File: config.mk
export PLATFORM = sky130hd
export DESIGN_NAME = fsm_seq_monitor_flat
export DESIGN_NICKNAME = d
export VERILOG_FILES = /design/src/rtl/fsm_seq_monitor_pkg.sv /design/src/rtl/fsm_seq_monitor_if.sv /design/src/rtl/fsm_seq_monitor_sat_counter.sv /design/src/rtl/fsm_seq_monitor.sv /design/src/flat_wrapper.sv
export SDC_FILE = /design/constraint.sdc
export NUM_CORES = 1
export LEC_CHECK = 0
export CORE_UTILIZATION = 30
export DETAILED_ROUTE_END_ITERATION = 16
export SYNTH_ARGS = -nofsm -noshare
export SYNTH_HDL_FRONTEND = slang
export SYNTH_HIERARCHICAL = 1
export SYNTH_SLANG_ARGS = --single-unit
File: constraint.sdc
create_clock -name clk -period 2 [get_ports clk]
set_clock_uncertainty 0.2 [all_clocks]
set_input_delay 0.4 -clock clk [delete_from_list [all_inputs] [get_ports clk]]
set_output_delay 0.4 -clock clk [all_outputs]
set_load 0.03 [all_outputs]
File: src/rtl/fsm_seq_monitor_pkg.sv
// Shared encodings for the three-state sequencer and its monitor.
// The sequencer imports the same package, so both sides agree on the state codes.
package fsm_pkg;

    typedef enum logic [1:0] {
        IDLE    = 2'b00,
        S1      = 2'b01,
        S2      = 2'b10,
        ILLEGAL = 2'b11
    } state_e;

    typedef enum logic [1:0] {
        ERR_NONE  = 2'b00,
        ERR_ENC   = 2'b01,
        ERR_TRANS = 2'b10
    } err_e;

    // Legal moves are only the ring IDLE->S1->S2->IDLE plus waiting in IDLE
    function automatic logic is_legal_transition(state_e prev, state_e cur);
        case ({prev, cur})
            {IDLE, IDLE}, {IDLE, S1}, {S1, S2}, {S2, IDLE}: return 1'b1;
            default:                                        return 1'b0;
        endcase
    endfunction

endpackage

File: src/rtl/fsm_seq_monitor_if.sv
// Observation and status bundle between the sequencer side and the monitor.
// Widths must match the CNT_W/DW_W of the attached fsm_seq_monitor.
interface fsm_seq_monitor_if #(
    parameter int CNT_W = 8,
    parameter int DW_W  = 8
);
    logic [1:0]       state;
    logic             clear;
    logic [CNT_W-1:0] cycle_count;
    logic [DW_W-1:0]  last_idle_dwell;
    logic             dwell_valid;
    logic             idle_timeout;
    logic             err_pulse;
    logic             err_sticky;
    logic [1:0]       err_code;

    modport master (
        output state, clear,
        input  cycle_count, last_idle_dwell, dwell_valid, idle_timeout,
               err_pulse, err_sticky, err_code
    );

    modport slave (
        input  state, clear,
        output cycle_count, last_idle_dwell, dwell_valid, idle_timeout,
               err_pulse, err_sticky, err_code
    );
endinterface

File: src/rtl/fsm_seq_monitor_sat_counter.sv
// Saturating up-counter with a synchronous clear that dominates increment.
module sat_counter #(
    parameter int W = 8
) (
    input  logic         clk,
    input  logic         reset,
    input  logic         inc,
    input  logic         clr,
    output logic [W-1:0] q
);
    logic [W-1:0] cnt_q, cnt_d;

    always_comb begin
        cnt_d = cnt_q;
        if (clr) begin
            cnt_d = '0;
        end else if (inc && (cnt_q != {W{1'b1}})) begin
            cnt_d = cnt_q + W'(1);
        end
    end

    always_ff @(posedge clk or posedge reset) begin
        if (reset) begin
            cnt_q <= '0;
        end else begin
            cnt_q <= cnt_d;
        end
    end

    assign q = cnt_q;
endmodule

File: src/rtl/fsm_seq_monitor.sv
// Checks sampled sequencer states against the legal ring, counts completed
// sequences, measures IDLE dwell and flags a stuck-in-IDLE timeout.
module fsm_seq_monitor
    import fsm_pkg::*;
#(
    parameter int          CNT_W   = 8,
    parameter int          DW_W    = 8,
    parameter int unsigned TIMEOUT = 16
) (
    input logic              clk,
    input logic              reset,
    fsm_seq_monitor_if.slave bus
);
    state_e cur_state;
    state_e prev_state_q, prev_state_d;
    logic   enc_err, trans_err, any_err;
    logic   seq_done, idle_exit, is_idle;

    logic [CNT_W-1:0] cycle_count;
    logic [DW_W-1:0]  dwell_cnt;
    logic [DW_W-1:0]  last_dwell_q, last_dwell_d;
    logic             dwell_valid_q, dwell_valid_d;
    logic             err_pulse_q, err_pulse_d;
    logic             err_sticky_q, err_sticky_d;
    err_e             err_code_q, err_code_d;

    assign cur_state = state_e'(bus.state);

    // A pair that follows an illegal encoding is not judged as a transition
    always_comb begin
        enc_err   = (cur_state == ILLEGAL);
        trans_err = !enc_err && (prev_state_q != ILLEGAL) &&
                    !is_legal_transition(prev_state_q, cur_state);
        any_err   = enc_err || trans_err;
        seq_done  = (prev_state_q == S2) && (cur_state == IDLE);
        idle_exit = (prev_state_q == IDLE) && (cur_state == S1);
        is_idle   = (cur_state == IDLE);
    end

    sat_counter #(.W(CNT_W)) u_cycle_cnt (
        .clk   (clk),
        .reset (reset),
        .inc   (seq_done),
        .clr   (bus.clear),
        .q     (cycle_count)
    );

    sat_counter #(.W(DW_W)) u_dwell_cnt (
        .clk   (clk),
        .reset (reset),
        .inc   (is_idle),
        .clr   (!is_idle),
        .q     (dwell_cnt)
    );

    always_comb begin
        prev_state_d  = cur_state;
        last_dwell_d  = last_dwell_q;
        dwell_valid_d = idle_exit;
        err_pulse_d   = any_err;
        err_sticky_d  = err_sticky_q;
        err_code_d    = err_code_q;

        if (idle_exit) begin
            last_dwell_d = dwell_cnt;
        end

        // A new error beats a simultaneous clear and is recorded as the first one
        if (any_err) begin
            err_sticky_d = 1'b1;
            if (!err_sticky_q || bus.clear) begin
                err_code_d = enc_err ? ERR_ENC : ERR_TRANS;
            end
        end else if (bus.clear) begin
            err_sticky_d = 1'b0;
            err_code_d   = ERR_NONE;
        end
    end

    always_ff @(posedge clk or posedge reset) begin
        if (reset) begin
            prev_state_q  <= IDLE;
            last_dwell_q  <= '0;
            dwell_valid_q <= 1'b0;
            err_pulse_q   <= 1'b0;
            err_sticky_q  <= 1'b0;
            err_code_q    <= ERR_NONE;
        end else begin
            prev_state_q  <= prev_state_d;
            last_dwell_q  <= last_dwell_d;
            dwell_valid_q <= dwell_valid_d;
            err_pulse_q   <= err_pulse_d;
            err_sticky_q  <= err_sticky_d;
            err_code_q    <= err_code_d;
        end
    end

    assign bus.cycle_count     = cycle_count;
    assign bus.last_idle_dwell = last_dwell_q;
    assign bus.dwell_valid     = dwell_valid_q;
    assign bus.idle_timeout    = (TIMEOUT != 0) && (32'(dwell_cnt) >= TIMEOUT);
    assign bus.err_pulse       = err_pulse_q;
    assign bus.err_sticky      = err_sticky_q;
    assign bus.err_code        = err_code_q;
endmodule

File: src/flat_wrapper.sv
// flat-port wrapper written by rule: the top's interface ports become plain ports
module fsm_seq_monitor_flat import fsm_pkg::*;
#(
    parameter int          CNT_W   = 8,
    parameter int          DW_W    = 8,
    parameter int unsigned TIMEOUT = 16
)
  (clk, reset, bus_state, bus_clear, bus_cycle_count, bus_last_idle_dwell, bus_dwell_valid, bus_idle_timeout, bus_err_pulse, bus_err_sticky, bus_err_code);
  fsm_seq_monitor_if #(.CNT_W(CNT_W), .DW_W(DW_W)) bus_i ();
  input logic clk;
  input logic reset;
  input wire logic [$bits(bus_i.state)-1:0] bus_state;
  input wire logic [$bits(bus_i.clear)-1:0] bus_clear;
  output wire logic [$bits(bus_i.cycle_count)-1:0] bus_cycle_count;
  output wire logic [$bits(bus_i.last_idle_dwell)-1:0] bus_last_idle_dwell;
  output wire logic [$bits(bus_i.dwell_valid)-1:0] bus_dwell_valid;
  output wire logic [$bits(bus_i.idle_timeout)-1:0] bus_idle_timeout;
  output wire logic [$bits(bus_i.err_pulse)-1:0] bus_err_pulse;
  output wire logic [$bits(bus_i.err_sticky)-1:0] bus_err_sticky;
  output wire logic [$bits(bus_i.err_code)-1:0] bus_err_code;
  assign bus_i.state = bus_state;
  assign bus_i.clear = bus_clear;
  assign bus_cycle_count = bus_i.cycle_count;
  assign bus_last_idle_dwell = bus_i.last_idle_dwell;
  assign bus_dwell_valid = bus_i.dwell_valid;
  assign bus_idle_timeout = bus_i.idle_timeout;
  assign bus_err_pulse = bus_i.err_pulse;
  assign bus_err_sticky = bus_i.err_sticky;
  assign bus_err_code = bus_i.err_code;
  fsm_seq_monitor #(.CNT_W(CNT_W), .DW_W(DW_W), .TIMEOUT(TIMEOUT)) u_core (.clk(clk), .reset(reset), .bus(bus_i));
endmodule
# Word level (Yosys, flattened, before mapping)
# Cells that the tools add are included.
# totals
reg_bits	31
latchBits	0
mem_bits_rw	0
romBits	0
out_inout_bits	22
memories	0
# op_classes
n_addsub	2
n_mul	0
div	0
order_cmp	1
eq_ne	11
shift	0
muxes	11
bitwise	0
reduce_logical	18
# ops
op	n
$mux W8	4
$add A8 B1 Y8 const B	2
$ne A8 B8 Y1 const B	2
$ge A8 B5 Y1 const B	1
$mux W2	4
$logic_and A1 B1 Y1	6
$eq A2 B2 Y1 const B	2
$eq A4 B1 Y1 const B	1
$eq A4 B3 Y1 const B	1
$eq A4 B4 Y1 const B	1
$logic_not A2 Y1	2
$logic_not A4 Y1	1
$ne A2 B2 Y1 const B	2
$reduce_bool A2 Y1	2
$reduce_or A4 Y1	1
$logic_not A1 Y1	3
$mux W1	3
$eq A2 B1 Y1 const B	1
$logic_or A1 B1 Y1	2
$ne A2 B1 Y1 const B	1
$reduce_and A2 Y1	1

# Logic depth before layout (Yosys ltp)
# logic_depth
depth_word	8
ltp_mapped	7
mapped_depth_nobuf	6

# Modules after synthesis
# The synthesis kept the hierarchy.
# modules_own_cells
mod	instances	cells_per_inst	area_per_inst_um2	seq_area_each_um2
sat_counter	2	49	504.2	200.2
fsm_seq_monitor	1	52	668.1	375.4

# Least setup slack after synthesis
# Ideal clock, no wire load.
# synth_timing
path_type	input to register
startpoint	input port bus_state[1]
endpoint	register u_core.u_cycle_cnt.cnt_q[5], in the netlist u_core/u_cycle_cnt/q[5]
t_arrival_ns	1.842
path_slack_ns	-0.168
cell_stages	7
path_buffers	1
cell_sequence	buf_6 or2_2 inv_1 and2_1 nand4_1 a211oi_2 mux2_4
# synth_between
elab_chain_len	4
# synth_lines
item	line	text
start: declaration	flat_wrapper.sv:12	input wire logic [$bits(bus_i.state)-1:0] bus_state;
$logic_not A2 Y1	n/a	
named net u_core.is_idle	fsm_seq_monitor.sv:17	logic seq_done, idle_exit, is_idle;
$logic_and A1 B1 Y1	fsm_seq_monitor.sv:35	seq_done = (prev_state_q == S2) && (cur_state == IDLE);
named net u_core.seq_done	fsm_seq_monitor.sv:17	
$logic_and A1 B1 Y1	fsm_seq_monitor_sat_counter.sv:17	end else if (inc && (cnt_q != {W{1'b1}})) begin
$reduce_bool A2 Y1 (no source line)	n/a	
end signal: assignment	fsm_seq_monitor_sat_counter.sv:26	cnt_q <= cnt_d;
end: declaration	fsm_seq_monitor_sat_counter.sv:11	logic [W-1:0] cnt_q, cnt_d;
# The timed path passes the listed nets, and every way through them passes these cells.
# A chain may end at the register's enable or synchronous reset.

# Worst setup path in the final report
# layout_timing
startpoint	register u_core.u_dwell_cnt.cnt_q[4], in the netlist u_core/u_dwell_cnt/q[4]
endpoint	output port bus_idle_timeout
# layout_between
elab_chain_len	1
# layout_lines
item	line	text
start: declaration	fsm_seq_monitor_sat_counter.sv:11	
start signal: assignment	fsm_seq_monitor_sat_counter.sv:26	
$ge A8 B5 Y1	fsm_seq_monitor.sv:101	assign bus.idle_timeout = (TIMEOUT != 0) && (32'(dwell_cnt) >= TIMEOUT);
end: declaration	flat_wrapper.sv:17	output wire logic [$bits(bus_i.idle_timeout)-1:0] bus_idle_timeout;
# No other way between the ends.

==> key figures <==
Yosys
  – EDFF count, synth: 0
  – Avg Cell Area, Syn: 11.2 µm²
  – Synth top area share: 0.463
  – Simple-gate share of the synthesized area: 0.225
  – Synth Flop Type: dfrtp_1
  – Synth Warn #: 6
  – Adder-Cell Fraction of Synth Area: 0.0149
  – Largest family of logic cells by synthesized area: simple AND/OR/NAND/NOR gates
  – Post-synthesis mux area share: 0.137
  – Mapped Area: 0.00168 mm²
  – Synthesized flop and latch total: 31
  – Compound-Gate Fraction of Synth Area: 0.119
  – Synth top area cells: dfrtp_1 (46%), mux2_4 (7.2%), mux2_2 (5.4%)
  – Post-Syn Instances: 150
  – XOR/XNOR Fraction of Synth Area: 0
  – Register area share after synthesis: 0.463
  – Ys async rst share: 1.00
  – Syn_nets: between 150 and 200
  – Synth area leader: dfrtp_1
  – Yosys cell types: 38

STA
  – Period utilization: 0.975
  – Max Freq: 513 MHz
  – Final hold viol count: 0
  – RSZ-0062 raised after global routing: false
  – Min cycle time layout: 1950 ps
  – Max-slew violations: 0
  – Final setup vio count: 0
  – Final worst-path setup slack: 50.4 ps
  – Slew @ Worst Pin: 353 ps
  – Final hold slack: 240 ps
  – Rel. slew slack: 0.765

Setup path
  – CP max FO: 2
  – CP max stage cell: or4_1
  – Worst EP arrival: 1350 ps
  – Worst setup SP type: flip-flop
  – FF-to-FF path depth: 4
  – Crit path kind: reg2out
  – Max incr delay on CP: 540 ps
  – Crit. End Element: output port
  – Critical path, cell by cell: or4_1, buf_6
  – Req. time, crit path: 1400 ps

Clock network
  – Clock Pin Slew Worst Setup and Hold Paths: 70 ps
  – Clk root buf: clkbuf_8
  – Clock buffer depth: 2
  – Sink Count: 31
  – Total CTS buffers: 5
  – CTS tree: yes
  – H-tree levels: 2
  – Clk Latency, worst-skew pair: 270 ps
  – Post-CTS Hold Buffers: 0

Pwr
  – Clock power share: 0.435
  – Switch share: 0.225
  – Switch Pwr: 326 µW
  – Share of power burned in registers: 0.452
  – Pint: 1.12 mW
  – Static Leakage: 1.14 nW
  – Pwr Density: 633 mW/mm²
  – Combinational share of power: 0.114
  – Worst IR Drop VDD: 358 µV

Finish
  – Share of cells above drive strength 1: 0.302
  – # nets final: 208
  – Final Core Density: 0.436
  – Area delta synth->final: 36.3%
  – Diode count: 0
  – Final Instance Area: 0.00228 mm²

Flow run
  – Max cap viols: 0

Detailed routing
  – Drt initial violations: 41
  – Routed Antenna Nets: 0
  – Routed WL: 3500 µm
  – WL per Instance: 12.9 µm
  – Vias/cell: 4.80
  – Vias post-DR: 1306
  – Post-route DRC: 0
  – DRT Pass-1 Iters: 4

Floorplanning
  – Boundary pin count: 27
  – # rows: 26
  – Die height: 76.8 µm
  – Initial Util: 0.320
  – Total Die Area: 0.00589 mm²
  – Area of the core: ~0.0052 mm²
  – DIE WIDTH: ~77 µm

Placed design
  – Placed Area: roughly 0.0021 mm²
  – Gpl congestion: 0.772
  – Post-placement setup slack: -373 ps
  – Number of port buffers: 26
  – Hpwl dp: 2670 µm

GRT
  – GR Util All Layers: 0.131
  – Vias in the first global route: 1306
  – Largest net degree at the start of global routing: 13
  – Antenna violations before repair: 0
  – Aggregate global routing overflow: 0
  – First-pass GRT wire length: about 6000 µm

Min path
  – Worst hold-check path type: in2async

Run status
  – Status: completed
-- flip-flops by register name (all words and copies together), names as in the netlist --
signal	cells
u_core/bus.err_pulse	1
u_core/bus.err_code	2
u_core/bus.dwell_valid	1
u_core/bus.last_idle_dwell	8
u_core/bus.err_sticky	1
u_core/u_dwell_cnt/q	8
u_core/u_cycle_cnt/q	8
u_core/prev_state_q	2
-- power by group through the flow --
stage / Sequential, mW / Combinational [mW] / Clock (mW)
2_1_floorplan: 0.693 / 0.0669 / 0
6_report: 0.653 / 0.164 / 0.629
3_5_place_dp: 0.665 / 0.165 / 0
5_1_grt: 0.656 / 0.179 / 0.678
3_3_place_gp: 0.666 / 0.164 / 0
4_1_cts: 0.654 / 0.167 / 0.651
-- synth_stat cells (all sizes together), types with 2 or more instances --
library cell and instances:
buf 3, or4 2, nand4 5, and2b 2, inv 7, o21bai 2
nor2 10, o211a 2, nand3 6, clkbuf 2, a21boi 2, o311a 2
and3 2, a21o 2, mux2 16, dfrtp 31, nand2b 5, nor2b 9
ha 2, nand2 9, a211oi 2, nor3b 2, nor3 2, nand4b 2
and4 2, mux2i 2, a21oi 8
-- cells in the final DEF (no fill, tap or decap), types with 4 or more instances in the layout --
cell and n:
mux2_2 8, nor2b_1 9, dfrtp_1 31, nor2_1 10, mux2_4 8, clkbuf_8 6
nand2_1 9, a21oi_1 4, clkdlybuf4s50_1 17, nand3_1 6, nand4_1 5, inv_1 6
nand2b_1 5, dlygate4sd2_1 4, buf_4 23, a21oi_2 4, dlymetal6s2s_1 4
-- worst max-delay path: cells and delay by family, from the launching register on --
kind	cells	cell delay, ps
buf+inv	1	160
flops	1	380
simple gates	1	540
-- final timing paths --
path	slack, ps	endpoint	startpoint
worst max-delay path	50	bus_idle_timeout	u_core/u_dwell_cnt/q[4]$_DFFE_PP0P_
worst min-delay path	240	u_core/prev_state_q[0]$_DFF_PP0_	reset
worst max register to register	150	u_core/u_cycle_cnt/q[5]$_DFFE_PP0P_	u_core/u_cycle_cnt/q[0]$_DFFE_PP0P_
worst min register to register	310	u_core/bus.last_idle_dwell[0]$_DFFE_PP0P_	u_core/bus.last_idle_dwell[0]$_DFFE_PP0P_
max in group asynchronous	940	u_core/bus.last_idle_dwell[2]$_DFFE_PP0P_	reset
min in group clk	310	u_core/bus.last_idle_dwell[0]$_DFFE_PP0P_	u_core/bus.last_idle_dwell[0]$_DFFE_PP0P_
-- metal layers --
layer  track usage  part of all wire  vias up
met5             0                 0        -
met4        0.0519            0.0077        0
met3        0.0286             0.023        2
met2         0.213              0.48       15
met1         0.170              0.49      647
li1              -                 -      642
-- cells by family after synthesis --
| group | count (synthesis) |
|---|---|
| and+or+nand+nor | 63 |
| DFF | 31 |
| adders and majority gates | 2 |
| AOI/OAI and AO/OA | 24 |
| buffers and inverters | 12 |
| muxes | 18 |
-- stage by stage --
step,total power [mW],std cells,TNS (ps)
global route,1.51,272,0
CTS,1.47,272,0
detailed placement,0.830,262,-4180
global placement,0.829,262,-3780
floorplan,0.760,150,0
finish,1.45,272,0
-- layout make-up --
type	instances	area (µm²)
clock buffers	6	82.6
clock inverters	2	35.0
fillers	490	2950
inverters	7	26.3
multi-input cells	107	838
flip-flops and latches	31	776
well taps	70	87.6
repair buffers	49	439
-- what timing repair did --
action | CTS | global route
setup endpoints to repair | 5 | 5
gates resized for setup | 9 | 7
setup buffers | 2 | 0
pin swaps | 2 | 0
Note: power is estimated with default switching activity, not from simulation.
